`config.mk`:
```
export PLATFORM = sky130hd
export DESIGN_NAME = mux_share_arbiter_flat
export DESIGN_NICKNAME = d
export VERILOG_FILES = /design/src/rtl/mux_share_arbiter_if.sv /design/src/rtl/mux_share_arbiter.sv /design/src/flat_wrapper.sv
export SDC_FILE = /design/constraint.sdc
export NUM_CORES = 1
export LEC_CHECK = 0
export ABC_AREA = 1
export CORE_ASPECT_RATIO = 0.8
export CORE_MARGIN = 10
export CORE_UTILIZATION = 50
export CTS_CLUSTER_SIZE = 10
export DETAILED_ROUTE_END_ITERATION = 7
export HOLD_SLACK_MARGIN = 0.08
export PLACE_DENSITY = 0.87
export SKIP_LAST_GASP = 1
export SLEW_MARGIN = 20
export SYNTH_ARGS = -nofsm -noshare
export SYNTH_HDL_FRONTEND = slang
export SYNTH_SLANG_ARGS = --single-unit
```
`constraint.sdc`:
```
create_clock -name clk -period 1.9 [get_ports clk]
set_input_delay 0.38 -clock clk [delete_from_list [all_inputs] [get_ports clk]]
set_output_delay 0.38 -clock clk [all_outputs]
set_load 0.02 [all_outputs]
```
`src/rtl/mux_share_arbiter_if.sv`:
```
// Bundle of request/grant signals between the four requesters and the
// shared-mux arbiter. The requesters sit on the master side; the arbiter
// sits on the slave side.
interface mux_share_arbiter_if;
  logic [3:0] i_req;
  logic [3:0] i_last;
  logic [3:0] o_grant;
  logic [1:0] o_sel;
  logic       o_valid;
  logic [7:0] o_owner_cnt;

  modport master (
    output i_req,
    output i_last,
    input  o_grant,
    input  o_sel,
    input  o_valid,
    input  o_owner_cnt
  );

  modport slave (
    input  i_req,
    input  i_last,
    output o_grant,
    output o_sel,
    output o_valid,
    output o_owner_cnt
  );
endinterface

```
`src/rtl/mux_share_arbiter.sv`:
```
// Round-robin arbiter for the shared 32-bit 4:1 data mux.
// A tenure ends on the owner's i_last, on the owner dropping its request,
// or on reaching HOLD_MAX granted cycles. Every release goes through one
// IDLE cycle, where re-arbitration starts after the previous winner so the
// releasing requester has the lowest priority.
// All outputs come straight from flops; they are loaded from the next-state
// values so they line up exactly with the state registers.
module mux_share_arbiter #(
  parameter int unsigned HOLD_MAX = 4
) (
  input logic               clk,
  input logic               reset_n,
  mux_share_arbiter_if.slave bus
);

  localparam logic [0:0] IDLE = 1'b0;
  localparam logic [0:0] OWN  = 1'b1;

  localparam logic [7:0] HOLD_MAX_C = 8'(HOLD_MAX);
  localparam logic [7:0] CNT_SAT    = 8'd255;

  // Round-robin pick: first set request searching ptr+1, ptr+2, ptr+3, ptr.
  function automatic logic [1:0] rr_pick(input logic [3:0] req,
                                         input logic [1:0] ptr);
    logic [1:0] idx;
    logic       found;
    rr_pick = ptr;
    found   = 1'b0;
    for (int i = 1; i <= 4; i++) begin
      idx = ptr + 2'(i);
      if (!found && req[idx]) begin
        rr_pick = idx;
        found   = 1'b1;
      end else begin
        found   = found;
      end
    end
  endfunction

  logic [0:0] state_r;
  logic [0:0] state_nx_s;
  logic [1:0] ptr_r;
  logic [1:0] ptr_nx_s;
  logic [1:0] owner_r;
  logic [1:0] owner_nx_s;
  logic [7:0] cnt_r;
  logic [7:0] cnt_nx_s;
  logic [1:0] pick_s;
  logic       release_s;

  logic [3:0] grant_r;
  logic [1:0] sel_r;
  logic       valid_r;
  logic [7:0] owner_cnt_r;

  // Next-state logic: arbitration in IDLE, release/count tracking in OWN.
  always_comb begin
    state_nx_s = state_r;
    ptr_nx_s   = ptr_r;
    owner_nx_s = owner_r;
    cnt_nx_s   = cnt_r;
    pick_s     = rr_pick(bus.i_req, ptr_r);
    release_s  = bus.i_last[owner_r] | ~bus.i_req[owner_r] |
                 (cnt_r == HOLD_MAX_C);
    case (state_r)
      IDLE: begin
        if (bus.i_req != 4'b0000) begin
          owner_nx_s = pick_s;
          ptr_nx_s   = pick_s;
          cnt_nx_s   = 8'd1;
          state_nx_s = OWN;
        end else begin
          state_nx_s = IDLE;
        end
      end
      OWN: begin
        if (release_s) begin
          state_nx_s = IDLE;
          cnt_nx_s   = 8'd0;
        end else if (cnt_r != CNT_SAT) begin
          cnt_nx_s   = cnt_r + 8'd1;
        end else begin
          cnt_nx_s   = cnt_r;
        end
      end
      default: begin
        state_nx_s = IDLE;
        cnt_nx_s   = 8'd0;
      end
    endcase
  end

  // Arbitration state; reset leaves ptr at 3 so requester 0 wins first.
  always_ff @(posedge clk or negedge reset_n) begin
    if (!reset_n) begin
      state_r <= IDLE;
      ptr_r   <= 2'd3;
      owner_r <= 2'd0;
      cnt_r   <= 8'd0;
    end else begin
      state_r <= state_nx_s;
      ptr_r   <= ptr_nx_s;
      owner_r <= owner_nx_s;
      cnt_r   <= cnt_nx_s;
    end
  end

  // Output flops decoded from the next state, so they track state exactly.
  always_ff @(posedge clk or negedge reset_n) begin
    if (!reset_n) begin
      grant_r     <= 4'b0000;
      sel_r       <= 2'd0;
      valid_r     <= 1'b0;
      owner_cnt_r <= 8'd0;
    end else begin
      valid_r     <= (state_nx_s == OWN);
      grant_r     <= (state_nx_s == OWN) ? (4'b0001 << owner_nx_s) : 4'b0000;
      sel_r       <= owner_nx_s;
      owner_cnt_r <= cnt_nx_s;
    end
  end

  assign bus.o_grant     = grant_r;
  assign bus.o_sel       = sel_r;
  assign bus.o_valid     = valid_r;
  assign bus.o_owner_cnt = owner_cnt_r;

endmodule

```
`src/flat_wrapper.sv`:
```
// flat-port wrapper written by rule: the top's interface ports become plain ports
module mux_share_arbiter_flat 
#(
  parameter int unsigned HOLD_MAX = 4
)
  (clk, reset_n, bus_i_req, bus_i_last, bus_o_grant, bus_o_sel, bus_o_valid, bus_o_owner_cnt);
  mux_share_arbiter_if bus_i ();
  input logic clk;
  input logic reset_n;
  input wire logic [$bits(bus_i.i_req)-1:0] bus_i_req;
  input wire logic [$bits(bus_i.i_last)-1:0] bus_i_last;
  output wire logic [$bits(bus_i.o_grant)-1:0] bus_o_grant;
  output wire logic [$bits(bus_i.o_sel)-1:0] bus_o_sel;
  output wire logic [$bits(bus_i.o_valid)-1:0] bus_o_valid;
  output wire logic [$bits(bus_i.o_owner_cnt)-1:0] bus_o_owner_cnt;
  assign bus_i.i_req = bus_i_req;
  assign bus_i.i_last = bus_i_last;
  assign bus_o_grant = bus_i.o_grant;
  assign bus_o_sel = bus_i.o_sel;
  assign bus_o_valid = bus_i.o_valid;
  assign bus_o_owner_cnt = bus_i.o_owner_cnt;
  mux_share_arbiter #(.HOLD_MAX(HOLD_MAX)) u_core (.clk(clk), .reset_n(reset_n), .bus(bus_i));
endmodule
```
==> results.toml, run 1 <==
[timing]
layout_min_cycle_time_ns = 1.81
hold_violations = 0
rsz0062_at_grt = "no"
fmax_mhz = 553
period_share_pct = 95.2
skew_ns = 0.00982
worstMarginPinSlew_ns = 0.410
whs_ns = 0.388
setup_viol = 0
final_max_slew_viol_count = 0
slew_headroom_pct = 72.6

[grt]
grt_max_degree = 18
antenna_found_initial = 0
grt_pass1_vias = 1105
grtUsageTotal_pct = 14.0
gr-total-overflow = 0
grt_pass1_wl_mm = 5.31

[run_status]
status = "finished clean"

[worst_hold_path]
worst_hold_path_type = "in -> async"

[cts]
numCtsBuffers = 3
path_clk_slew_ns = 0.11
clock_path_buffers = 2
postCtsHoldBufs = 0
ctsRootBufferMaster = "clkbuf_4"
clk_latency_ns = 0.30
cts_sinks = 17
cts_tree = "yes"
htreeDepth = 1

[drt]
vias = 1192
wirelength_mm = 3.25
firstDrtPassIters = 4
wl_per_cell_um = 15.8
drc = 0
drt-vias-per-instance = 5.79
ant_nets = 0
dr.first_iter.drc_count = 82

[setup_path]
slowest_stage = "clkdlybuf4s50_1"
start_kind = "flip-flop"
worstPathArrival_ns = 1.43
worstPathBufferInverterCount = 1
path_cells = "clkdlybuf4s50_1"
critPathCaptureType = "output pin"
worstPathRequired_ns = 1.52
cpLargestDelayFamily = "buffers and inverters"
path_class = "reg -> out"
max_stage_delay_ns = 0.65
cp_max_fo = 7

[synth]
synth_cell_types = 29
synth_ff_type = "dfrtp_1"
yosys-top-cells-area = "dfrtp_1 (32%), nand2_1 (10%), nand3_1 (6.8%), nand2_4 (6.7%), nand2_2 (6.3%)"
syn_inst = 149
yosysTopAreaCell = "dfrtp_1"
ys_seq_elements = 17
seq_area_frac_synth_pct = 36.1
synth_enable_flop_cells = 0
yosysWarnings = 0
postSynthAreaPerCell_um2 = 7.95
synth_common_cells = "nand2_1 (33), nand3_1 (16), dfrtp_1 (15)"
syn_area_um2 = 1180
synth-async-reset-ratio_pct = 100
synth_top_area_share_pct = 31.7
yosysMostFrequentCell = "nand2_1"
syn-num-nets = 161

[placed_design]
routabilityCongestion = 0.921
io_buffers = 24
hpwlAfterDp_mm = 2.53
dp.cells = 200

[final_layout]
areaGrowthSynthToFinish_pct = 28.0
final_cells = 206
drive_above_1_share_pct = 24.3
register_area_um2 = 429
nFillCells = 169
antennaDiodeCount = 0
multi_input_area_um2 = 667
num-nets-final = 194

[die]
die-width_um = 74.4
die_y_um = 63.5
boundaryPins = 25
dieArea_um2 = 4730
initial_core_util_pct = 53.5
core_um2 = 2210
rows = 15

[power_and_ir_drop]
p_leak_nw = 0.717
ir_drop_mv = 1.03
power_per_cell_area_nw_per_um2 = 1600

[run]
cap_violations = 0
## worst reg2reg max path, cell delays in order (launching register included)
cell     delay (ns)
dfstp_2        0.60
buf_12         0.13
inv_8          0.04
nand2_2        0.07
nand2_4        0.07
nand2_4        0.08
nand2_4        0.07
nor2_4         0.11
nand3_1        0.08
nand2_1        0.10
nand2_2        0.09
nand3_1        0.12
nor2_1         0.07
## final timing paths
check                                            startpoint                              end  slack, ns  depth (start not counted)
worst max-delay path            u_core.cnt_r[5]$_DFFE_PN0P_               bus_o_owner_cnt[5]       0.09                          1
worst min-delay path                                reset_n      u_core.cnt_r[1]$_DFFE_PN0P_       0.39                          2
max in group asynchronous                           reset_n      u_core.ptr_r[1]$_DFFE_PN1P_       1.26                          2
min in group clk                u_core.cnt_r[1]$_DFFE_PN0P_      u_core.cnt_r[1]$_DFFE_PN0P_       0.60                          2
worst max register to register  u_core.ptr_r[0]$_DFFE_PN1P_  u_core.bus.o_grant[2]$_DFF_PN0_       0.14                         12
worst min register to register  u_core.cnt_r[1]$_DFFE_PN0P_      u_core.cnt_r[1]$_DFFE_PN0P_       0.60                          2
## cell type report
cell class                 count  share of cell area, %
tap                           25                   2.06
sequential                    17                   28.3
inverter                      16                   4.46
multi-input combinational    114                   44.0
timing repair buffer          30                   19.5
clock buffer                   4                   1.73
## routing by layer
metal	GRT usage, %	vias to the layer above	part of all wire, %
met4	4.01	0	2.9
met2	23.3	70	48
met5	0	-	0
li1	-	560	-
met1	16.5	545	39
met3	4.38	17	10
## report_power, final
part           leakage (nW)  total [mW]  switching (mW)  internal, mW
Combinational         0.484        1.64            1.04         0.600
Clock                0.0150       0.201           0.120        0.0819
Sequential            0.218       0.589          0.0980         0.491
## flip-flops by register name, indices dropped and copies added (netlist names)
| name | flops |
|---|---|
| u_core.bus.o_grant | 4 |
| u_core.cnt_r | 8 |
| u_core.owner_r | 2 |
| u_core.ptr_r | 2 |
| u_core.state_r | 1 |
## cell usage in the layout, fill, tap and decap left out, types with 5 or more instances in the layout
cell type	count
clkdlybuf4s50_1	24
dfrtp_1	14
inv_1	10
inv_2	5
nand2_1	33
nand2_2	12
nand2_4	7
nand3_1	16
nor2_1	8
o21ai_1	5
xor2_1	5
## logic make-up (layout without fill, tap and decap cells)
family,Yosys count,in the layout,synth area share [%]
AOI/OAI and AO/OA,17,17,8.66
xor gates and xnor gates,6,6,4.44
adders and majority gates,2,2,2.11
buffers and inverters,18,50,7.60
DFF,17,17,36.1
and+or+nand+nor,89,89,41.1
## repair_timing
action	4_1_cts	5_1_grt
endpoints found under the hold margin	0	0
setup endpoints to repair	0	4
setup buffers	0	2
resized for setup	0	1
## metrics by stage
step                power, mW  setup TNS [ns]  setup slack [ns]  util (%)  area, um2
finish                   2.43               0            0.0915      68.5       1520
global route             2.62               0           0.00392      68.5       1520
CTS                      2.36               0            0.0457      67.3       1490
detailed placement       2.15          -0.876            -0.128      66.1       1460
global placement         2.07         -0.0410           -0.0220      66.1       1460
floorplan                1.70               0             0.276         -       1180
(Power assumes the default switching activity.)
==> inputs of run 2 (changes only) <==
--- a/config.mk
+++ b/config.mk
@@ -11,7 +11,7 @@
 export CORE_UTILIZATION = 50
 export CTS_CLUSTER_SIZE = 10
 export DETAILED_ROUTE_END_ITERATION = 7
-export HOLD_SLACK_MARGIN = 0.08
+export HOLD_SLACK_MARGIN = 0.15
 export PLACE_DENSITY = 0.87
 export SKIP_LAST_GASP = 1
 export SLEW_MARGIN = 20
==> results of run 2 <==
No change in the layout: final DEF, timing and power equal those of run 1.
